File: src/rtl/pixel_row_sequencer.sv
// Frame sequencer: global erase, programmable exposure, then row-by-row ADC readout.
// Define PIXSEQ_ADC_TIMEOUT_EN to abort a frame when the ADC never answers.
module pixel_row_sequencer #(
  parameter int ROWS        = 4,
  parameter int ROW_W       = 2,
  parameter int EXP_W       = 8,
  parameter int ERASE_CYC   = 2,
  parameter int ADC_TIMEOUT = 64
) (
  input  logic             clk,
  input  logic             reset,
  input  logic             start,
  input  logic [EXP_W-1:0] exposure_len,
  input  logic             adc_done,
  output logic             busy,
  output logic             erase,
  output logic             expose,
  output logic             bias_en,
  output logic             adc_start,
  output logic [ROWS-1:0]  row_sel,
  output logic [ROW_W-1:0] row_idx,
  output logic             frame_done,
  output logic             err
);

  localparam logic [2:0] S_IDLE    = 3'd0;
  localparam logic [2:0] S_ERASE   = 3'd1;
  localparam logic [2:0] S_EXPOSE  = 3'd2;
  localparam logic [2:0] S_START   = 3'd3;
  localparam logic [2:0] S_CONVERT = 3'd4;
  localparam logic [2:0] S_NEXT    = 3'd5;
  localparam logic [2:0] S_DONE    = 3'd6;

  localparam int ER_W = $clog2(ERASE_CYC + 1);

  if (ROWS < 1 || ERASE_CYC < 1 || ADC_TIMEOUT < 1 || (2 ** ROW_W) < ROWS) begin : g_bad_params
    $error("pixel_row_sequencer: illegal parameter combination");
  end

  logic [2:0]       r_state;
  logic [ROW_W-1:0] r_row_idx;
  logic [EXP_W-1:0] r_exp_cnt;
  logic [ER_W-1:0]  r_er_cnt;
  logic             r_busy, r_erase, r_expose, r_adc_start, r_frame_done;
  logic [ROWS-1:0]  r_row_sel;

  logic [2:0]       w_nxt_state;
  logic [ROW_W-1:0] w_nxt_row;
  logic [ROWS-1:0]  w_onehot;
  logic             w_accept;

`ifdef PIXSEQ_ADC_TIMEOUT_EN
  localparam int TO_W = $clog2(ADC_TIMEOUT + 1);
  logic [TO_W-1:0] r_to_cnt;
  logic            r_err;
  logic            w_timeout;
`endif

  assign w_accept = (r_state == S_IDLE) && start;

  always_comb begin
    w_nxt_state = r_state;
    w_nxt_row   = r_row_idx;
`ifdef PIXSEQ_ADC_TIMEOUT_EN
    w_timeout   = 1'b0;
`endif
    case (r_state)
      S_IDLE: if (start) begin
        w_nxt_state = S_ERASE;
        w_nxt_row   = '0;
      end
      S_ERASE:  if (r_er_cnt == ER_W'(ERASE_CYC - 1)) w_nxt_state = S_EXPOSE;
      S_EXPOSE: if (r_exp_cnt == EXP_W'(1)) w_nxt_state = S_START;
      S_START:  w_nxt_state = S_CONVERT;
      S_CONVERT: begin
        if (adc_done) w_nxt_state = S_NEXT;
`ifdef PIXSEQ_ADC_TIMEOUT_EN
        else if (r_to_cnt == TO_W'(ADC_TIMEOUT - 1)) begin
          w_nxt_state = S_IDLE;
          w_timeout   = 1'b1;
        end
`endif
      end
      S_NEXT: begin
        if (r_row_idx == ROW_W'(ROWS - 1)) w_nxt_state = S_DONE;
        else begin
          w_nxt_state = S_START;
          w_nxt_row   = r_row_idx + ROW_W'(1);
        end
      end
      S_DONE:  w_nxt_state = S_IDLE;
      default: w_nxt_state = S_IDLE;
    endcase
  end

  always_comb begin
    w_onehot = '0;
    for (int i = 0; i < ROWS; i++) w_onehot[i] = (w_nxt_row == ROW_W'(i));
  end

  // Outputs are decoded from the next state so each one is a plain register.
  always_ff @(posedge clk or posedge reset) begin
    if (reset) begin
      r_state      <= S_IDLE;
      r_row_idx    <= '0;
      r_exp_cnt    <= '0;
      r_er_cnt     <= '0;
      r_busy       <= 1'b0;
      r_erase      <= 1'b0;
      r_expose     <= 1'b0;
      r_adc_start  <= 1'b0;
      r_row_sel    <= '0;
      r_frame_done <= 1'b0;
    end else begin
      r_state      <= w_nxt_state;
      r_row_idx    <= w_nxt_row;
      r_busy       <= (w_nxt_state != S_IDLE);
      r_erase      <= (w_nxt_state == S_ERASE);
      r_expose     <= (w_nxt_state == S_EXPOSE);
      r_adc_start  <= (w_nxt_state == S_START);
      r_row_sel    <= (w_nxt_state == S_START || w_nxt_state == S_CONVERT) ? w_onehot : '0;
      r_frame_done <= (w_nxt_state == S_DONE);
      if (w_accept) begin
        r_exp_cnt <= (exposure_len == '0) ? EXP_W'(1) : exposure_len;
        r_er_cnt  <= '0;
      end else begin
        if (r_state == S_ERASE)  r_er_cnt  <= r_er_cnt + ER_W'(1);
        if (r_state == S_EXPOSE) r_exp_cnt <= r_exp_cnt - EXP_W'(1);
      end
    end
  end

`ifdef PIXSEQ_ADC_TIMEOUT_EN
  always_ff @(posedge clk or posedge reset) begin
    if (reset) begin
      r_to_cnt <= '0;
      r_err    <= 1'b0;
    end else begin
      r_to_cnt <= (r_state == S_CONVERT) ? r_to_cnt + TO_W'(1) : '0;
      if (w_accept)       r_err <= 1'b0;
      else if (w_timeout) r_err <= 1'b1;
    end
  end
  assign err = r_err;
`else
  assign err = 1'b0;
`endif

  assign busy       = r_busy;
  assign erase      = r_erase;
  assign expose     = r_expose;
  assign bias_en    = r_expose;
  assign adc_start  = r_adc_start;
  assign row_sel    = r_row_sel;
  assign row_idx    = r_row_idx;
  assign frame_done = r_frame_done;

endmodule

File: config.mk
export PLATFORM = sky130hd
export DESIGN_NAME = pixel_row_sequencer
export DESIGN_NICKNAME = d
export VERILOG_FILES = /design/src/rtl/pixel_row_sequencer.sv
export SDC_FILE = /design/constraint.sdc
export NUM_CORES = 1
export LEC_CHECK = 0
export BUFFER_PORTS_ARGS = -buffer_cell sky130_fd_sc_hd__buf_2
export CORE_UTILIZATION = 53
export DETAILED_ROUTE_END_ITERATION = 10
export PLACE_DENSITY = 0.78
export SYNTH_ARGS = -nofsm -noshare
export SYNTH_HDL_FRONTEND = slang
export SYNTH_SLANG_ARGS = --single-unit
File: constraint.sdc
create_clock -name clk -period 2 [get_ports clk]
set_input_delay 0.4 -clock clk [delete_from_list [all_inputs] [get_ports clk]]
set_output_delay 0.4 -clock clk [all_outputs]
set_load 0.005 [all_outputs]
* Yosys cells after proc, flatten, opt, wreduce, memory -nomap -nowiden
Cells that the tools add are included.
Operators by class: add/subtract/negate cells 3, equal/unequal tests 16, multiplexer cells 15, reduce and logical (&&, ||, !) cells 8
Operators by type and width (count):
- 8-bit two-way mux | 3
- 3-bit one-hot mux with 6 select lines | 1
- 3-bit two-way mux | 5
- 3-bit by 2-bit == test with 1-bit output, second input constant | 4
- 3-bit == test, second input constant | 4
- 8-bit by 1-bit == test with 1-bit output, second input constant | 1
- 8-bit logical NOT | 1
- 2-bit two-way mux | 4
- 8-bit by 1-bit subtractor with 8-bit output, second input constant | 1
- 2-bit == test, second input constant | 3
- 3-bit by 1-bit == test with 1-bit output, second input constant | 2
- 2-bit by 1-bit adder with 2-bit output, second input constant | 2
- 2-bit by 1-bit == test with 1-bit output, second input constant | 2
- 4-bit two-way mux | 1
- 2-bit one-hot mux with 2 select lines | 1
- 2-bit nonzero test | 2
- 3-bit logical NOT | 1
- 3-bit nonzero test | 1
- 2-bit logical NOT | 1
- 1-bit logical AND | 1
- 1-bit logical OR | 1
Storage, ports and cells: register bits 24, input bits 12, output and inout bits 13, logic and storage cells 52

* Logic depth before layout (Yosys ltp)
Gate-level depths: netlist of the first run.
depth in word-level cells 6, gate-level depth with buffers 7, depth with buffers taken out 7

* Worst setup path before layout of the first run
Ideal clock, no wire load.
path type register to register, start reg r_exp_cnt[5], end reg r_row_sel[1], in the netlist row_sel[1], library setup time 96 ps, arrival 1691 ps, required time 1904 ps, path slack 213 ps, cell stages (with the launch flop) 6, buffers on the path 0, period minus slack after synthesis 1787 ps, path through dfrtp_1 -> or4_4 -> nor4_4 -> nor3_2 -> mux2_4 -> nor4_2
Between the ends: cells in the longest elaborated chain, start to end 6, elaborated cells between the ends (all ways) 7, those cells by class eq/ne (3); mux (3); reduce/logical (1)
RTL lines:
- start: declaration | RTL line 42 | logic [EXP_W-1:0] r_exp_cnt;
- start signal: assignment | RTL line 124 | r_exp_cnt <= (exposure_len == '0) ? EXP_W'(1) : exposure_len;
- start signal: assignment | RTL line 128 | if (r_state == S_EXPOSE) r_exp_cnt <= r_exp_cnt - EXP_W'(1);
- 8-bit by 1-bit == test with 1-bit output (*) | RTL line 73 | S_EXPOSE: if (r_exp_cnt == EXP_W'(1)) w_nxt_state = S_START;
- 3-bit two-way mux (*) | RTL line 73
- 3-bit one-hot mux with 6 select lines (*) | RTL line 67 | case (r_state)
- 3-bit by 2-bit == test with 1-bit output / 3-bit == test (equally long branches) | RTL line 121 | r_row_sel <= (w_nxt_state == S_START || w_nxt_state == S_CONVERT) ? w_onehot : '0;
- 1-bit logical OR (*) | RTL line 121
- 4-bit two-way mux (*) | RTL line 121
- end signal: assignment | RTL line 121
- end: declaration | RTL line 45 | logic [ROWS-1:0] r_row_sel;
Every way passes the cells marked *; elsewhere a longest branch is shown, timed or not. A chain may end at the register's enable or synchronous reset.

* Final worst setup path of the first run
start reg r_state[2], end reg r_row_sel[2], in the netlist row_sel[2]
Between the ends: cells in the longest elaborated chain, start to end 5, elaborated cells between the ends (all ways) 17, those cells by class eq/ne (8); mux (7); reduce/logical (2)
RTL lines:
- start: declaration | RTL line 40 | logic [2:0] r_state;
- start signal: assignment | RTL line 115 | r_state <= w_nxt_state;
- 3-bit == test, or another cell as far along | RTL line 67
- 3-bit one-hot mux with 6 select lines | RTL line 67
- 3-bit by 2-bit == test with 1-bit output / 3-bit == test (equally long branches) | RTL line 121
- 1-bit logical OR | RTL line 121
- 4-bit two-way mux (*) | RTL line 121
Marked as above.

==> key figures, run 1 <==
Outcome
  – Status: finished, final reports clean

CTS
  – Clock slew seen by the registers of the worst setup and hold paths: 0.13 ns
  – Clock Latency Late Sink: 0.31 ns
  – H-tree depth: 1
  – Clock buffers created by TritonCTS: 3
  – Sinks on Clock Net: 24
  – Worst-case clock buffer depth: 2
  – Hold bufs inserted after CTS: 0
  – Root Buffer Master: sky130_fd_sc_hd__clkbuf_4
  – Clock tree from TritonCTS: done

Timing
  – Count of final max-slew check failures: 0
  – Aggregate negative setup slack: 0 ns
  – Max Clock Skew: 0.00111 ns
  – Least setup slack across all paths after layout: 0.108 ns
  – Share of the cycle needed by the critical path after routing: 0.946
  – Final count of hold timing violations: 0
  – Setup violations, final: 0
  – Upper clock frequency limit: 529 MHz
  – Worst hold-check slack: 0.102 ns
  – Final min period: 1.89 ns
  – Setup repair after global routing missed its margin: false

Hold path
  – Kind of path behind the tightest hold check: input pin to asynchronous set/reset pin

Yosys
  – Proportion of register bits with asynchronous set or reset after synthesis: 1.00
  – Flip-flop and latch count after synthesis: 24
  – Instance count of the mapped netlist: 122
  – Part of the Yosys area used for sequential elements: 0.480
  – Count of synthesis-stage warnings from yosys: 0
  – Post-synth net total: 137
  – Number of different library cells in the post-synthesis netlist: 42
  – EDFF count, synth: 0
  – Average instance area after synthesis: 10.3 um^2
  – Cell Area, Synth: 1250 um^2
  – Most used flip-flop cell after synthesis: sky130_fd_sc_hd__dfrtp_1

Power
  – Sequential share of power: 0.357
  – Net load switching power: 959 uW
  – Combinational cell fraction of total power: 0.532
  – Leakage component of the power: 0.693 nW
  – Internal power contribution: 1.30 mW
  – Power density over cell area: 1510 nW/um^2
  – Part of the power in the clock network: 0.112
  – Net switching fraction of the power: 0.425
  – IR drop worst, VDD: 0.000932 V

Worst setup path
  – Data arrival time of the critical path: 2.12 ns
  – R2r startpoint: r_state[2]
  – CP endpoint kind: flop
  – Number of cells on the worst reg-to-reg path: 5
  – Endpoint of the most critical setup path: row_sel[2]
  – Required time at the endpoint of the critical path: 2.23 ns
  – Crit path launch: r_state[2]
  – Worst reg2reg setup slack: 0.11 ns
  – Reg-to-Reg End: row_sel[2]
  – WS Path Type: flop to flop
  – Type of origin of the critical path: flop
  – Maximum fanout along the worst path: 11

GRT
  – Global-route wire length before repair: 4240 um
  – Global Route Usage Sum: 0.223
  – GR Overflow Total: 0
  – Number of global-route vias before repair: 997
  – Maximum number of pins on one net before global-route repair: 25
  – Antenna violations before repair: 0

Drt
  – Drt first-iter violations: 37
  – Wire length per cell: 15.1 um
  – DRT Wirelength: 2720 um
  – # DRC: 0
  – Total number of vias: 1038
  – Via-to-Cell Ratio: 5.77
  – Number of search-and-repair iterations in the first detailed-routing pass: 4
  – Count of antenna-violating nets left after detailed routing: 0

Floorplanning
  – Die area: 2560 um^2
  – Die extent in x: 50.6 um
  – Boundary Pins: 25
  – Initial core utilization: 0.566
  – DIE HEIGHT: 50.6 um
  – Total core area: 2210 um^2
  – Standard-cell row count: 17

Final layout
  – Diodes inserted: 0
  – Final design instance area without fill: 1490 um^2
  – Layout net count: 168
  – Share of post-route cells with drive strength above 1: 0.309
  – Final Util: 0.673
  – Post-synthesis to final-layout area growth: 18.9%
  – Commonest cells after routing, fill and taps aside: 23 x sky130_fd_sc_hd__dfrtp_1, 23 x sky130_fd_sc_hd__buf_2, 13 x sky130_fd_sc_hd__nand2_1, 13 x sky130_fd_sc_hd__nor2_1, 10 x sky130_fd_sc_hd__buf_4

Placed design
  – Setup slack after placement: 0.0870 ns
  – Placed cell area: 1410 um^2
  – Number of input and output port buffers inserted: 23
  – Half-perimeter wire length after placement: 1920 um
  – Routability Congestion: 0.851

Run
  – MaxCap Viol Count: 0
[cell families (layout without fill, tap and decap cells)]
group           Yosys count  after routing  share of synthesized area
xor+xnor                  1              1                    0.00699
flops                    24             24                      0.480
mux                       1              1                     0.0120
buf+inv                  12             42                     0.0479
compound gates           29             29                      0.176
fa+ha+maj                 3              3                     0.0300
other cells               1              1                    0.00299
simple gates             51             51                      0.245
[worst max-delay path: stages, from the launching register on]
cell and delay (ns):
sky130_fd_sc_hd__dfrtp_1 0.42, sky130_fd_sc_hd__or3b_4 0.48, sky130_fd_sc_hd__nor4_4 0.32, sky130_fd_sc_hd__nor3_4 0.09, sky130_fd_sc_hd__mux2_4 0.34, sky130_fd_sc_hd__nor4_4 0.14
[registers in the layout (all words and copies together) (netlist names)]
name,count
row_sel,4
frame_done,1
r_er_cnt,2
erase,1
r_state,3
adc_start,1
row_idx,2
busy,1
bias_en,1
r_exp_cnt,8
[through the flow]
stage / total power [mW] / cells
floorplan: 1.61 / 122
global placement: 1.87 / 173
detailed placement: 1.91 / 173
CTS: 2.17 / 177
global route: 2.41 / 180
finish: 2.25 / 180
[layout make-up]
type                       count  area, um^2
multi-input combinational     86         607
tap                           28        35.0
inverter                       5        18.8
clock buffer                   4        36.3
timing repair buffer          33         190
sequential                    24         602
fill                         179         723
[per-layer routing]
metal  global-route usage  vias to the layer above  routed length (um)
li1                     -                      499                   -
met1                0.282                      491                1200
met2                0.376                       44                1330
met3               0.0303                        4                 151
met4                0.102                        0                  26
met5                    0                        -                   0
[power groups by stage]
stage	clock network, mW	registers, mW	logic, mW
floorplan	0	0.809	0.798
global placement	0	0.789	1.08
detailed placement	0	0.806	1.11
CTS	0.255	0.797	1.12
global route	0.271	0.817	1.32
finish	0.252	0.804	1.20
[cell usage after synthesis (all sizes together), types with 2 or more instances]
library cell	count	area, um^2
inv	5	18.8
or4	2	18.8
nand2b	6	37.5
nor3	4	25.0
o21ai	8	43.8
a21oi	4	20.0
or3b	2	20.0
dfrtp	24	601
nor2	13	48.8
ha	3	37.5
buf	6	37.5
o311ai	3	26.3
a211oi	2	15.0
nor4	4	52.6
a221o	2	20.0
o211ai	2	15.0
nand2	13	48.8
a22oi	2	15.0
[worst min-delay path by stage]
stage	from	endpoint	slack, ns	cells after the start
floorplan	reset	adc_start	0.41	1
global placement	reset	bias_en	0.45	3
detailed placement	reset	adc_start	0.46	3
CTS	reset	row_idx[0]	0.11	3
global route	reset	r_exp_cnt[1]	0.14	3
finish	reset	adc_start	0.10	3
[timing repair]
item	in CTS	in global routing
buffers inserted	0	3
gates resized for setup	0	3
setup endpoints to repair	0	3
No activity file was read; power rests on OpenSTA's default activity.
==> run 2, diff against run 1 <==
Settings changed: ABC_CLOCK_PERIOD_IN_PS set to 2400, CORE_UTILIZATION 53 to 55, GPL_TIMING_DRIVEN set to 0, PLACE_DENSITY 0.78 to 0.81.
Clock period 2 ns to 2.4 ns, I/O delays scaled along.
==> key figures, run 2 (same netlist as run 1, synthesis figures left out) <==
Floorplanning
  – Die extent in x: 49.7 um (-1.8%)
  – Standard-cell row count: 16 (-1)
  – DIE HEIGHT: 49.7 um (-1.8%)
  – Boundary Pins: 25 (unchanged)
  – Die area: 2470 um^2 (-3.5%)
  – Total core area: 2040 um^2 (-7.7%)
  – Initial core utilization: 0.613 (+0.0472)

Final layout
  – Final design instance area without fill: 1420 um^2 (-4.4%)
  – Share of post-route cells with drive strength above 1: 0.277 (-0.0322)
  – Post-synthesis to final-layout area growth: 13.7%
  – Final Util: 0.697 (+0.0242)
  – Final Non-Filler Cells: 175 (-2.8%)
  – Max reg flops: 8 (unchanged)
  – Diodes inserted: 0 (unchanged)
  – Count of filler cells inserted in the layout: 174 (-2.8%)
  – Most common library cell in the layout ignoring fill and taps: sky130_fd_sc_hd__buf_2
  – Layout net count: 165 (-1.8%)
  – Top register by number of flip-flops: r_exp_cnt
  – Commonest cells after routing, fill and taps aside: 26 x sky130_fd_sc_hd__buf_2, 24 x sky130_fd_sc_hd__dfrtp_1, 13 x sky130_fd_sc_hd__nand2_1, 13 x sky130_fd_sc_hd__nor2_1, 7 x sky130_fd_sc_hd__o21ai_0

GRT
  – GR Overflow Total: 0 (unchanged)
  – Antenna violations before repair: 0 (unchanged)
  – Global-route wire length before repair: 4140 um (-2.3%)
  – Number of global-route vias before repair: 968 (-2.9%)
  – Global Route Usage Sum: 0.223 (about the same)
  – Maximum number of pins on one net before global-route repair: 25 (unchanged)

Power
  – Leakage component of the power: 0.666 nW (-3.9%)
  – IR drop worst, VDD: 0.000824 V (-12%)
  – Power density over cell area: 1220 nW/um^2 (-19%)
  – Net switching fraction of the power: 0.434 (+0.00851)
  – Internal power contribution: 984 uW (-24%)
  – Combinational cell fraction of total power: 0.499 (-0.033)
  – Net load switching power: 754 uW (-21%)
  – Part of the power in the clock network: 0.098 (-0.014)
  – Sequential share of power: 0.403 (+0.046)

Worst setup path
  – Number of cells on the worst reg-to-reg path: 4 (-1)
  – WS Path Type: flop to flop
  – R2r startpoint: r_state[2]
  – Reg-to-Reg End: r_exp_cnt[4]
  – CP endpoint kind: flop
  – Data arrival time of the critical path: 2.36 ns (+0.24 ns)
  – Type of origin of the critical path: flop
  – Worst reg2reg setup slack: 0.29 ns (+0.18 ns)
  – Required time at the endpoint of the critical path: 2.65 ns (+0.42 ns)
  – Maximum fanout along the worst path: 10 (-1)

Timing
  – Final count of hold timing violations: 0 (unchanged)
  – Setup violations, final: 0 (unchanged)
  – Share of the cycle needed by the critical path after routing: 0.878 (-0.0677)
  – Setup repair after global routing missed its margin: false
  – Max transition margin: 0.206
  – Slew @ Worst Pin: 1.17 ns
  – Aggregate negative setup slack: 0 ns (unchanged)
  – Final min period: 2.11 ns (+0.216 ns)
  – Max Clock Skew: 0.00786 ns (+0.00675 ns)
  – Upper clock frequency limit: 474 MHz (-10%)
  – Least setup slack across all paths after layout: 0.292 ns (+0.184 ns)
  – Count of final max-slew check failures: 0 (unchanged)

Placed design
  – Routability Congestion: 0.850 (about the same)
  – Placed cell area: 1400 um^2 (-0.89%)
  – Number of input and output port buffers inserted: 23 (unchanged)
  – Dpl cells: 172 (-0.58%)
  – Setup slack after placement: 0.315 ns (+0.228 ns)
  – Half-perimeter wire length after placement: 1890 um (-1.5%)

CTS
  – Clock buffers created by TritonCTS: 3 (unchanged)
  – Worst-case clock buffer depth: 2 (unchanged)
  – Hold bufs inserted after CTS: 0 (unchanged)
  – Total setup buffers inserted after CTS: 0 (unchanged)
  – Resized cells post-CTS: 0 (unchanged)
  – Clock Latency Late Sink: 0.31 ns (about the same)
  – Clock tree from TritonCTS: done
  – Clock slew seen by the registers of the worst setup and hold paths: 0.12 ns (about the same)
  – Sinks on Clock Net: 24 (unchanged)
  – H-tree depth: 1 (unchanged)
  – Root Buffer Master: sky130_fd_sc_hd__clkbuf_4

Drt
  – # DRC: 0 (unchanged)
  – DRT Wirelength: 2510 um (-7.4%)
  – Drt first-iter violations: 18 (-51%)
  – Via-to-Cell Ratio: 5.71 (-0.91%)
  – Number of search-and-repair iterations in the first detailed-routing pass: 4 (unchanged)
  – Wire length per cell: 14.4 um (-4.8%)
  – Total number of vias: 1000 (-3.7%)
  – Count of antenna-violating nets left after detailed routing: 0 (unchanged)

Hold path
  – Kind of path behind the tightest hold check: input pin to asynchronous set/reset pin

Run
  – MaxCap Viol Count: 0 (unchanged)

Outcome
  – Status: finished, final reports clean
[run 2: cell types whose count changed in the layout (fill, tap and decap cells not counted), sizes merged]
| cell | before | now |
|---|---|---|
| buf | 33 | 29 |
[run 2: critical path, stage by stage, from the launching register on]
cell                      delay (ns)
sky130_fd_sc_hd__dfrtp_1        0.48
sky130_fd_sc_hd__buf_2          0.22
sky130_fd_sc_hd__nor4b_1        1.01
sky130_fd_sc_hd__a22oi_1        0.22
sky130_fd_sc_hd__nand2_1        0.11
[run 2: power by group through the flow]
stage               clock, mW  sequential (mW)  combinational (mW)
floorplan                   0            0.674               0.665
global placement            0            0.691               0.819
detailed placement          0            0.703               0.860
CTS                     0.176            0.696               0.865
global route            0.198            0.718               0.963
finish                  0.170            0.700               0.867
[run 2: metrics by stage]
stage | hold slack, ns | power [mW]
after floorplan | 0.450 | 1.34
after global placement | 0.468 | 1.51
after detailed placement | 0.495 | 1.56
after CTS | 0.364 | 1.74
after global routing | 0.393 | 1.88
final | 0.328 | 1.74
[run 2: worst max path at each step]
stage,depth (start not counted),start,endpoint,slack (ns)
after floorplan,5,r_exp_cnt[5],row_sel[1],0.61
after global placement,4,r_state[2],r_exp_cnt[4],0.39
after detailed placement,4,r_state[2],r_exp_cnt[4],0.32
after CTS,4,r_state[2],r_exp_cnt[4],0.25
after global routing,4,r_state[2],r_exp_cnt[4],0.07
final,4,r_state[2],r_exp_cnt[4],0.29
[run 2: cell type report]
type | instances | area (um^2) | share of cell area
timing repair buffer | 23 | 115 | 0.0808
clock buffer | 3 | 22.5 | 0.0158
tap | 27 | 33.8 | 0.0237
multi-input combinational | 86 | 592 | 0.416
inverter | 5 | 18.8 | 0.0132
buffer | 7 | 41.3 | 0.0290
sequential | 24 | 601 | 0.422
[run 2: per-layer routing]
layer  wire length (um)  share of wire  track usage
met2               1210           0.48        0.358
met5                  0              0            0
met1               1180           0.47        0.313
met4                 12         0.0048       0.0571
met3                108          0.043       0.0370
==> run 3, diff against run 2 <==
Settings changed: ABC_CLOCK_PERIOD_IN_PS 2400 to 1960, CORE_UTILIZATION 55 to 53, PLACE_DENSITY 0.81 to 0.78.
Clock period 2.4 ns to 1.96 ns, I/O delays scaled along.
==> key figures, run 3 (same netlist as run 1, synthesis figures left out) <==
Worst setup path
  – Worst reg2reg setup slack: 0.02 ns (-0.27 ns)
  – Count of buffer and inverter cells on the critical path: 0 (-1)
  – Required time at the endpoint of the critical path: 2.19 ns (-0.46 ns)
  – Crit path launch: r_exp_cnt[5]
  – Number of cells on the worst reg-to-reg path: 5 (+1)
  – WS Path Type: flop to flop
  – Critical Path, Cell by Cell: or4_4 > nor4_4 > nor3_2 > mux2_4 > nor4_2
  – Levels on crit path: 5 (+1)
  – Data arrival time of the critical path: 2.18 ns (-0.18 ns)
  – Slowest stage delay, CP: 0.58 ns (-0.43 ns)
  – Type of origin of the critical path: flop
  – Reg-to-Reg End: row_sel[1]
  – CP endpoint kind: flop
  – Family with the most delay on the worst path: simple AND/OR/NAND/NOR gates
  – Maximum fanout along the worst path: 4 (-6)
  – R2r startpoint: r_exp_cnt[5]
  – Library cell contributing the largest single delay on the critical path: sky130_fd_sc_hd__or4_4

Power
  – Power density over cell area: 1570 nW/um^2 (+29%)
  – Total Power: 2.37 mW (+36%)
  – IR drop worst, VDD: 0.000926 V (+12%)
  – Leakage component of the power: 0.701 nW (+5.2%)

Final layout
  – Post-synthesis to final-layout area growth: 20.2%
  – Max reg flops: 8 (unchanged)
  – Final design instance area without fill: 1510 um^2 (+5.7%)
  – Most common library cell in the layout ignoring fill and taps: sky130_fd_sc_hd__buf_2
  – Share of post-route cells with drive strength above 1: 0.346 (+0.0694)
  – Layout net count: 169 (+2.4%)
  – Top register by number of flip-flops: r_exp_cnt
  – Diodes inserted: 0 (unchanged)
  – Commonest cells after routing, fill and taps aside: 25 x sky130_fd_sc_hd__buf_2, 21 x sky130_fd_sc_hd__dfrtp_1, 12 x sky130_fd_sc_hd__nand2_1, 12 x sky130_fd_sc_hd__nor2_1

GRT
  – Number of global-route vias before repair: 966 (-0.21%)
  – Global-route wire length before repair: 4270 um (+3.2%)
  – GR Overflow Total: 0 (unchanged)
  – Maximum number of pins on one net before global-route repair: 25 (unchanged)
  – Global Route Usage Sum: 0.228 (+0.00505)
  – Antenna violations before repair: 0 (unchanged)

Drt
  – # DRC: 0 (unchanged)
  – Total number of vias: 1042 (+4.2%)
  – Via-to-Cell Ratio: 5.76 (+0.75%)
  – Number of search-and-repair iterations in the first detailed-routing pass: 4 (unchanged)
  – Drt first-iter violations: 36 (+18)
  – DRT Wirelength: 2610 um (+3.7%)
  – Wire length per cell: 14.4 um (+0.30%)
  – Count of antenna-violating nets left after detailed routing: 0 (unchanged)

Timing
  – Max Clock Skew: 0.00717 ns (-0.000687 ns)
  – Upper clock frequency limit: 515 MHz (+8.6%)
  – Worst hold-check slack: 0.231 ns (-0.0969 ns)
  – Setup violations, final: 0 (unchanged)
  – Slew @ Worst Pin: 0.881 ns (-0.293 ns)
  – Final min period: 1.94 ns (-0.167 ns)
  – Share of the cycle needed by the critical path after routing: 0.990 (+0.112)
  – Final count of hold timing violations: 0 (unchanged)
  – Setup repair after global routing missed its margin: true
  – Count of final max-slew check failures: 0 (unchanged)
  – Max transition margin: 0.412 (+0.206)

Outcome
  – Status: finished, final reports clean

Floorplanning
  – Die area: 2560 um^2 (+3.6%)
  – Total core area: 2210 um^2 (+8.3%)
  – DIE HEIGHT: 50.6 um (+1.8%)
  – Die extent in x: 50.6 um (+1.8%)
  – Boundary Pins: 25 (unchanged)
  – Initial core utilization: 0.566 (-0.0472)
  – Standard-cell row count: 17 (+1)

CTS
  – Clock buffers created by TritonCTS: 3 (unchanged)
  – Clock slew seen by the registers of the worst setup and hold paths: 0.14 ns (+0.02 ns)
  – Sinks on Clock Net: 24 (unchanged)
  – Hold bufs inserted after CTS: 0 (unchanged)
  – Clock Latency Late Sink: 0.32 ns (about the same)
  – H-tree depth: 1 (unchanged)
  – Root Buffer Master: sky130_fd_sc_hd__clkbuf_4
  – Worst-case clock buffer depth: 2 (unchanged)
  – Clock tree from TritonCTS: done

Hold path
  – Kind of path behind the tightest hold check: input pin to asynchronous set/reset pin

Placed design
  – Half-perimeter wire length after placement: 1890 um (+0.30%)
  – Placed cell area: 1400 um^2 (about the same)
  – Number of input and output port buffers inserted: 23 (unchanged)
  – Routability Congestion: 0.847 (-0.33%)

Run
  – MaxCap Viol Count: 0 (unchanged)
-- run 3: final cells by class --
cell class	instances	area (um^2)
plain buffers	7	43.8
clock buffers	3	22.5
clock inverters	1	30.0
fillers	191	707
inverters	5	18.8
multi-input cells	86	606
flip-flops and latches	24	604
well taps	28	35.0
repair buffers	27	145
-- run 3: metrics by stage --
stage | std cells | util | TNS [ns] | setup slack, ns
floorplan | 122 | - | 0 | 0.173
global placement | 173 | 0.634 | -0.562 | -0.126
detailed placement | 173 | 0.634 | -1.01 | -0.192
CTS | 179 | 0.667 | 0 | 0.0138
global route | 181 | 0.680 | -0.0577 | -0.0336
finish | 181 | 0.680 | 0 | 0.0192
-- run 3: report_power, final --
part	total (mW)	switching [mW]	internal, mW
clock network	0.359	0.153	0.207
logic	1.16	0.650	0.515
registers	0.844	0.163	0.681
total	2.37	0.966	1.40
-- run 3: timing repair --
item | CTS | global route
setup buffers | 2 | 2
endpoints found under the setup margin | 8 | 7
resized for setup | 1 | 7
-- run 3: how the worst max path moves through the flow --
| stage | end | slack (ns) |
|---|---|---|
| 2_1_floorplan | row_sel[1] | 0.17 |
| 3_3_place_gp | r_exp_cnt[4] | -0.13 |
| 3_5_place_dp | r_exp_cnt[6] | -0.19 |
| 4_1_cts | row_sel[1] | 0.01 |
| 5_1_grt | row_sel[2] | -0.03 |
| 6_report | row_sel[1] | 0.02 |
-- run 3: layer usage --
| metal | GRT usage | up-vias | share of wire |
|---|---|---|---|
| met4 | 0.0972 | 0 | 0.017 |
| met2 | 0.409 | 31 | 0.52 |
| li1 | - | 499 | - |
| met5 | 0 | - | 0 |
| met1 | 0.266 | 506 | 0.42 |
| met3 | 0.0364 | 6 | 0.040 |
